### config.mk
export PLATFORM = sky130hd
export DESIGN_NAME = mem_access_ctrl
export DESIGN_NICKNAME = d
export VERILOG_FILES = /design/src/rtl/mem_access_ctrl.sv
export SDC_FILE = /design/constraint.sdc
export NUM_CORES = 1
export LEC_CHECK = 0
export CORE_MARGIN = 1
export CORE_UTILIZATION = 40
export CTS_BUF_LIST = sky130_fd_sc_hd__clkbuf_8
export DETAILED_ROUTE_END_ITERATION = 7
export PLACE_DENSITY = 0.69
export SLEW_MARGIN = 20
export SYNTH_ARGS = -nofsm -noshare
export SYNTH_HDL_FRONTEND = slang
export SYNTH_SLANG_ARGS = --single-unit
export TNS_END_PERCENT = 100
### constraint.sdc
create_clock -name clk -period 2.4 [get_ports clk]
set_input_delay 0.24 -clock clk [delete_from_list [all_inputs] [get_ports clk]]
set_output_delay 0.24 -clock clk [all_outputs]
set_load 0.02 [all_outputs]
### src/rtl/mem_access_ctrl.sv
// CPU-side load/store controller for a single-ported word memory: handles
// sub-word loads with extension, read-modify-write sub-word stores and misalignment.
module mem_access_ctrl #(
  parameter int MEM_AW = 10
) (
  input  logic        clk,
  input  logic        reset,
  input  logic        Req,
  input  logic [2:0]  Op,
  input  logic [31:0] Addr,
  input  logic [31:0] WData,
  output logic        Busy,
  output logic        Done,
  output logic [31:0] RData,
  output logic        AdEL,
  output logic        AdES,
  output logic [31:0] MAddr,
  output logic [31:0] MWData,
  output logic        MemWr,
  input  logic [31:0] MRData
);

  typedef enum logic [1:0] {IDLE, RD, WR, DONE} state_t;
  typedef enum logic [2:0] {
    OP_LW  = 3'b000, OP_LH = 3'b001, OP_LHU = 3'b010, OP_LB = 3'b011,
    OP_LBU = 3'b100, OP_SW = 3'b101, OP_SH  = 3'b110, OP_SB = 3'b111
  } op_t;

  state_t              state_q, state_d;
  op_t                 op_q;
  logic [MEM_AW+1:0]   addr_q;
  logic [31:0]         wdata_q;
  logic [31:0]         word_q;
  logic [31:0]         rdata_q;
  logic                mis_q;
  logic                req_mis;

  // Upper address bits wrap within the memory and are intentionally dropped.
  logic unused_addr_hi;
  assign unused_addr_hi = ^Addr[31:MEM_AW+2];

  function automatic logic is_load(input op_t op);
    return (op != OP_SW) && (op != OP_SH) && (op != OP_SB);
  endfunction

  function automatic logic misaligned(input op_t op, input logic [1:0] a);
    case (op)
      OP_LW, OP_SW:          return a != 2'b00;
      OP_LH, OP_LHU, OP_SH:  return a[0];
      default:               return 1'b0;
    endcase
  endfunction

  function automatic logic [31:0] load_ext(input op_t op, input logic [31:0] w,
                                           input logic [1:0] off);
    logic [7:0]  b;
    logic [15:0] h;
    b = w[{off, 3'b000} +: 8];
    h = off[1] ? w[31:16] : w[15:0];
    case (op)
      OP_LH:   return {{16{h[15]}}, h};
      OP_LHU:  return {16'h0000, h};
      OP_LB:   return {{24{b[7]}}, b};
      OP_LBU:  return {24'h000000, b};
      default: return w;
    endcase
  endfunction

  assign req_mis = misaligned(op_t'(Op), Addr[1:0]);

  always_comb begin
    state_d = state_q;
    case (state_q)
      IDLE: begin
        if (Req) begin
          if (req_mis)                 state_d = DONE;
          else if (op_t'(Op) == OP_SW) state_d = WR;
          else                         state_d = RD;
        end
      end
      RD:      state_d = is_load(op_q) ? DONE : WR;
      WR:      state_d = DONE;
      DONE:    state_d = IDLE;
      default: state_d = IDLE;
    endcase
  end

  always_ff @(posedge clk or negedge reset) begin
    if (!reset) begin
      state_q <= IDLE;
      op_q    <= OP_LW;
      addr_q  <= '0;
      wdata_q <= '0;
      word_q  <= '0;
      rdata_q <= '0;
      mis_q   <= 1'b0;
    end else begin
      state_q <= state_d;
      case (state_q)
        IDLE: begin
          if (Req) begin
            op_q    <= op_t'(Op);
            addr_q  <= Addr[MEM_AW+1:0];
            wdata_q <= WData;
            mis_q   <= req_mis;
            if (req_mis) rdata_q <= '0;
          end
        end
        RD: begin
          word_q <= MRData;
          if (is_load(op_q)) rdata_q <= load_ext(op_q, MRData, addr_q[1:0]);
        end
        default: ;
      endcase
    end
  end

  assign Busy  = (state_q != IDLE);
  assign Done  = (state_q == DONE);
  assign MemWr = (state_q == WR);
  assign RData = rdata_q;
  assign AdEL  = Done && mis_q && is_load(op_q);
  assign AdES  = Done && mis_q && !is_load(op_q);
  assign MAddr = ((state_q == RD) || (state_q == WR)) ?
                 {{(30-MEM_AW){1'b0}}, addr_q[MEM_AW+1:2], 2'b00} : '0;

  // Sub-word stores merge into the word captured during RD.
  always_comb begin
    MWData = '0;
    if (state_q == WR) begin
      MWData = word_q;
      case (op_q)
        OP_SW: MWData = wdata_q;
        OP_SH: begin
          if (addr_q[1]) MWData[31:16] = wdata_q[15:0];
          else           MWData[15:0]  = wdata_q[15:0];
        end
        OP_SB:   MWData[{addr_q[1:0], 3'b000} +: 8] = wdata_q[7:0];
        default: ;
      endcase
    end
  end

endmodule

After elaboration in Yosys (flattened, before gate mapping) --
Index checks and enable logic that the tools add are counted.
Word-level totals: input port bits 102, memories 0, bits in writable memories 0, bits in read-only memories 0, output and inout bits 101, latch bits 0, flip-flop bits (word level) 114, logic and storage cells 65
Cells by class: reduce and logical (&&, ||, !) cells 16, eq/ne operators 20, bitwise gates (word level) 0, muxes and demuxes 18, div/mod/pow operators 0, multipliers 0, $lt $le $gt $ge 0, shift operators 3, $add $sub $neg 1
Operator list (number):
- $mux 32 | 4
- $pmux 32 s4 | 1
- $pmux 32 s3 | 1
- $pmux 32 s2 | 1
- $mux 16 | 3
- $bwmux 32 | 1
- $shift 8x7->32 const A | 1
- $shiftx 32x6->8 | 1
- $shiftx 8x7->32 | 1
- $eq 3x3->1 const B | 6
- $mux 12 | 1
- $eq 3x2->1 const B | 3
- $ne 3x3->1 const B | 3
- $pmux 2 s4 | 1
- $neg 5->7 | 1
- $eq 3x1->1 const B | 2
- $mux 2 | 3
- $ne 2x2->1 const B | 3
- $reduce_bool 2->1 | 3
- $logic_and 1x1->1 | 5
- $eq 2x2->1 const B | 2
- $reduce_and 4->1 | 1
- $logic_not 3->1 | 1
- $reduce_or 3->1 | 1
- 8 further kinds | 8

Longest topological paths before layout --
depth in word-level cells 6, mapped depth 8, gate-level depth less buffers 7

Worst setup path after synthesis --
Ideal clock, no wire load.
kind register to output, start register addr_q[1], end output port MWData[10], buffers on the path 1, stages on the path, launching flop included 8, arrival time 2.149 ns, required time 2.160 ns, slack 0.011 ns, cell sequence dfrtp_1 buf_6 clkinv_1 ha_1 inv_1 nor4_4 a222oi_1 nor2b_1
Between the ends: cells in the longest elaborated chain, start to end 5, elaborated cells between the ends (all ways) 7, classes of those cells add/sub: 1; shift: 2; mux: 4
Ends and longest elaborated chain:
- start, declared | RTL line 31 | logic [MEM_AW+1:0] addr_q;
- start signal, assigned | RTL line 103 | addr_q <= Addr[MEM_AW+1:0];
- $neg 5->7 | RTL line 138 | OP_SB: MWData[{addr_q[1:0], 3'b000} +: 8] = wdata_q[7:0];
- $shiftx 8x7->32 or $shift 8x7->32 (tied branches) | RTL line 138
- $bwmux 32 | RTL line 138
- $pmux 32 s3 (*) | RTL line 132 | case (op_q)
- $mux 32 (*) | RTL line 130 | if (state_q == WR) begin
- end, declared | RTL line 18 | output logic [31:0] MWData,
Every way passes the cells marked *; elsewhere a longest branch is shown, timed or not.

Worst setup path after layout --
start register op_q[0], end output port MWData[15]
Between the ends: cells in the longest elaborated chain, start to end 3, elaborated cells between the ends (all ways) 5, classes of those cells eq/ne: 3; mux: 2
Ends and longest elaborated chain:
- start, declared | RTL line 30 | op_t op_q;
- start signal, assigned | RTL line 102 | op_q <= op_t'(Op);
- $eq 3x3->1 | RTL line 132
- $pmux 32 s3 (*) | RTL line 132
- $mux 32 (*) | RTL line 130
Marks and branches as above.

==> summary.md <==
| Metric | Value |
|---|---|
| Port bufs | between 150 and 200 |
| RSZ-0062 raised after global routing | true |
| Fin crit share | 105% |
| Worst Path Max Fanout | 8 |
| I/O Pins | 203 |
| Setup crit end kind | output port |
| Die area | 16100 µm² |
| Mapped Area | 6250 µm² |
| Slew Limit Fails | 0 |
| Startpoint Class | flip-flop |
| Post-synthesis sequential area ratio | 45.7% |
| H-tree depth | 4 |
| Final Util | 58.9% |
| Setup slack, reg-to-reg | 0.18 ns |
| Dpl ws | -0.200 ns |
| Routed WL per cell | between 20 and 25 µm |
| Gr usage total | 25.0% |
| Failing checks | setup timing |
| Worst-case reg-to-reg path depth | 7 |
| Post-Layout Cell Count | about 950 |
| Global-route wire length before repair | 30.1 mm |
| Mux share of post-synthesis cell area | 17.1% |
| Peak VDD IR | 0.864 mV |
| Final WL | 19.8 mm |
| Top FF cell, synth | dfrtp_1 |
| Clock Sink Count | ~110 |
| Largest family of logic cells by synthesized area | multiplexers |
| Clock transition at path regs | 0.07 ns |
| DIE WIDTH | 127 µm |
| Crit-path most repeated cell | buf_6 |
| Area Overhead vs Synth | 43.3% |
| # DRC | 0 |
| Lkg Pwr | between 3 and 4 nW |
| Cell Chain, Critical Path | buf_12 -> nor2b_4 -> buf_6 -> o21a_1 -> buf_6 -> a222oi_1 -> nor2b_1 -> buf_4 |
| # rows | 45 |
| CTS Buf Count | 17 |
| Worst path slowest cell | dfrtp_2 |
| Arr. time, crit path | 2.27 ns |
| Total number of vias | 5361 |
| Synth Area in Adders | 1.80% |
| CP Class | flip-flop to output port |
| Async SR Flop Fraction | 100% |
| Die height | 127 µm |
| Final setup vio count | 24 |
| Placer Congestion | 0.896 |
| Start point of the critical path | op_q[0] |
| Initial Util | 41.1% |
| Synth Area in Compound Gates | 16.9% |
| WHS | 0.363 ns |
| Max-slew headroom | 55.0% |
| Post-synthesis xor/xnor area fraction | 0.441% |
| Power per cell area | 1490 nW/µm² |
| DR vias/cell | ~5.6 |
| Critical Path RT | 2.16 ns |
| Post-synth EDFFs | 0 |
| Crit Reg-Reg Endpoint | RData[14] |
| Worst-margin pin slew | ~0.68 ns |
| Clk root buf | clkbuf_8 |
| Post-detail-place hpwl | about 14 mm |
| Max-Cap Viols | 0 |
| Syn avg cell area | 11.4 µm² |
| Worst-Skew Late Latency | 0.44 ns |
| Fin worst setup slack | -0.113 ns |
| Post-layout net count | 864 |
| Worst Hold Class | input port to async pin |
| Fmax | just under 0.4 GHz |
| Total power | ~13 mW |
| CORE AREA | 15200 µm² |
| Share of layout cells above drive strength 1 | 33.3% |
| Placed Cells | between 900 and 1000 |
| CTS tree | built |
| Total Neg Setup Slack | -1.16 ns |
| ANT cells | 0 |
| Drt pass-1 iters | 6 |
| Largest net degree at the start of global routing | 49 |
| Vias in the first global route | 5393 |
| Tmin final | 2.51 ns |
| Post-DRT Antenna Nets | 0 |
| CTS Buffer Depth | 2 |
| Reg-to-reg startpoint | addr_q[1] |
| Syn Inst Count | 548 |
| Dpl cell area | 8190 µm² |
| Initial antenna violation count | 0 |
| Slowest stage delay, CP | 0.44 ns |
| Max Clock Skew | 0.00729 ns |
| Number of DRC markers in iteration 0 | 395 |
| Status | finished, violations left |
| Synth Register Bits | 114 |
| Simple-gate share of the synthesized area | 11.3% |
| Overflow after GRT | 0 |
| Library cells used by synthesis | 55 |
| YS warnings | 0 |
| Final hold vios | 0 |
| FILL cells | 1274 |
| Final Cell Area | 8960 µm² |
## cells in the final DEF (no fill, tap or decap), drive strengths merged, types with 6 or more instances in the layout
| master | n |
|---|---|
| o21a | 8 |
| a22oi | 8 |
| a32o | 8 |
| o2bb2ai | 17 |
| o221ai | 9 |
| and2 | 21 |
| nand2b | 6 |
| o21ai | 19 |
| dfrtp | 114 |
| ha | 9 |
| a222oi | 23 |
| conb | 22 |
| clkbuf | 20 |
| mux2i | 18 |
| mux2 | 79 |
| nand2 | 22 |
| dlymetal6s2s | 6 |
| a21oi | 14 |
| buf | 92 |
| clkdlybuf4s50 | 119 |
| nor2b | 33 |
| o22a | 6 |
| inv | 23 |
| nor2 | 20 |
## worst max-delay path: cells and delay by family (launching register included)
family,cells,cell delay [ns]
AO/OA/AOI/OAI,2,0.59
flip-flops,1,0.44
AND/OR/NAND/NOR,2,0.23
buffers and inverters,4,0.57
## logic make-up after synthesis
logic type / Yosys count
multiplexers: 97
adder cells (fa/ha/maj): 9
other: 1
AO/OA/AOI/OAI: 129
AND/OR/NAND/NOR: 120
flip-flops: 114
XOR/XNOR: 1
buffers and inverters: 77
## where the power goes
group | switching (mW) | internal, mW | leakage, nW
sequential | 0.787 | 2.84 | 1.40
clock | 0.772 | 1.20 | 0.226
combinational | 3.90 | 3.84 | 2.33
## per-layer routing
metal	vias up	share of wire, %	track usage (%)
met4	0	3.6	10.1
met3	51	7.2	5.36
li1	2394	-	-
met5	-	0	0
met1	2634	41	31.8
met2	282	48	41.4
## repair_timing
action                     in CTS  in global routing
hold endpoints to repair       46                  0
gates resized for setup       194                 49
setup buffers                   9                 11
pin swaps                      27                 16
hold buffers                    1                  0
setup endpoints to repair      44                 43
## flip-flops by register name, indices dropped and copies added, names as in the netlist
signal and cells:
op_q 3, wdata_q 32, state_q 2, RData 32, addr_q 12, mis_q 1
word_q 32
## how the worst max path moves through the flow
stage | slack, ns | endpoint
floorplan | 0.01 | MWData[10]
global placement | -0.14 | MWData[14]
detailed placement | -0.20 | MWData[13]
CTS | -0.12 | MWData[18]
global route | -0.21 | MWData[21]
finish | -0.11 | MWData[15]
## cell usage after synthesis, drive strengths merged, types with 2 or more instances
cell       n  share of area (%)
and3       4               0.40
o31ai      2               0.24
a21boi     2               0.24
nor2      20                1.2
buf       43                4.7
o211ai     3               0.52
nand3      5               0.40
o21ai     19                1.7
o22a       6               0.84
clkbuf    12               0.74
a222oi    23                3.7
inv       21                1.3
o21a       8               0.96
a32o       8                1.3
nor2b     33                3.5
nand2b     6               0.60
a21oi     14                1.1
mux2      79                 14
ha         9                1.8
nor4       2               0.68
mux2i     18                2.9
nand2     22                1.3
nor3b      2               0.42
o221ai     9                1.3
dfrtp    114                 46
o2bb2ai   17                2.4
a22oi      8               0.96
and2      21                2.1
## layout make-up
| type | count | area, µm² | share of cell area [%] |
|---|---|---|---|
| multi-input combinational | 378 | 3250 | 36.3 |
| clock inverter | 11 | 160 | 1.79 |
| inverter | 22 | 87.6 | 0.978 |
| timing repair buffer | 220 | 2090 | 23.4 |
| clock buffer | 20 | 275 | 3.07 |
| sequential | 114 | 2860 | 31.9 |
| tap | 188 | 235 | 2.63 |
Power figures use the tool's default switching activity.
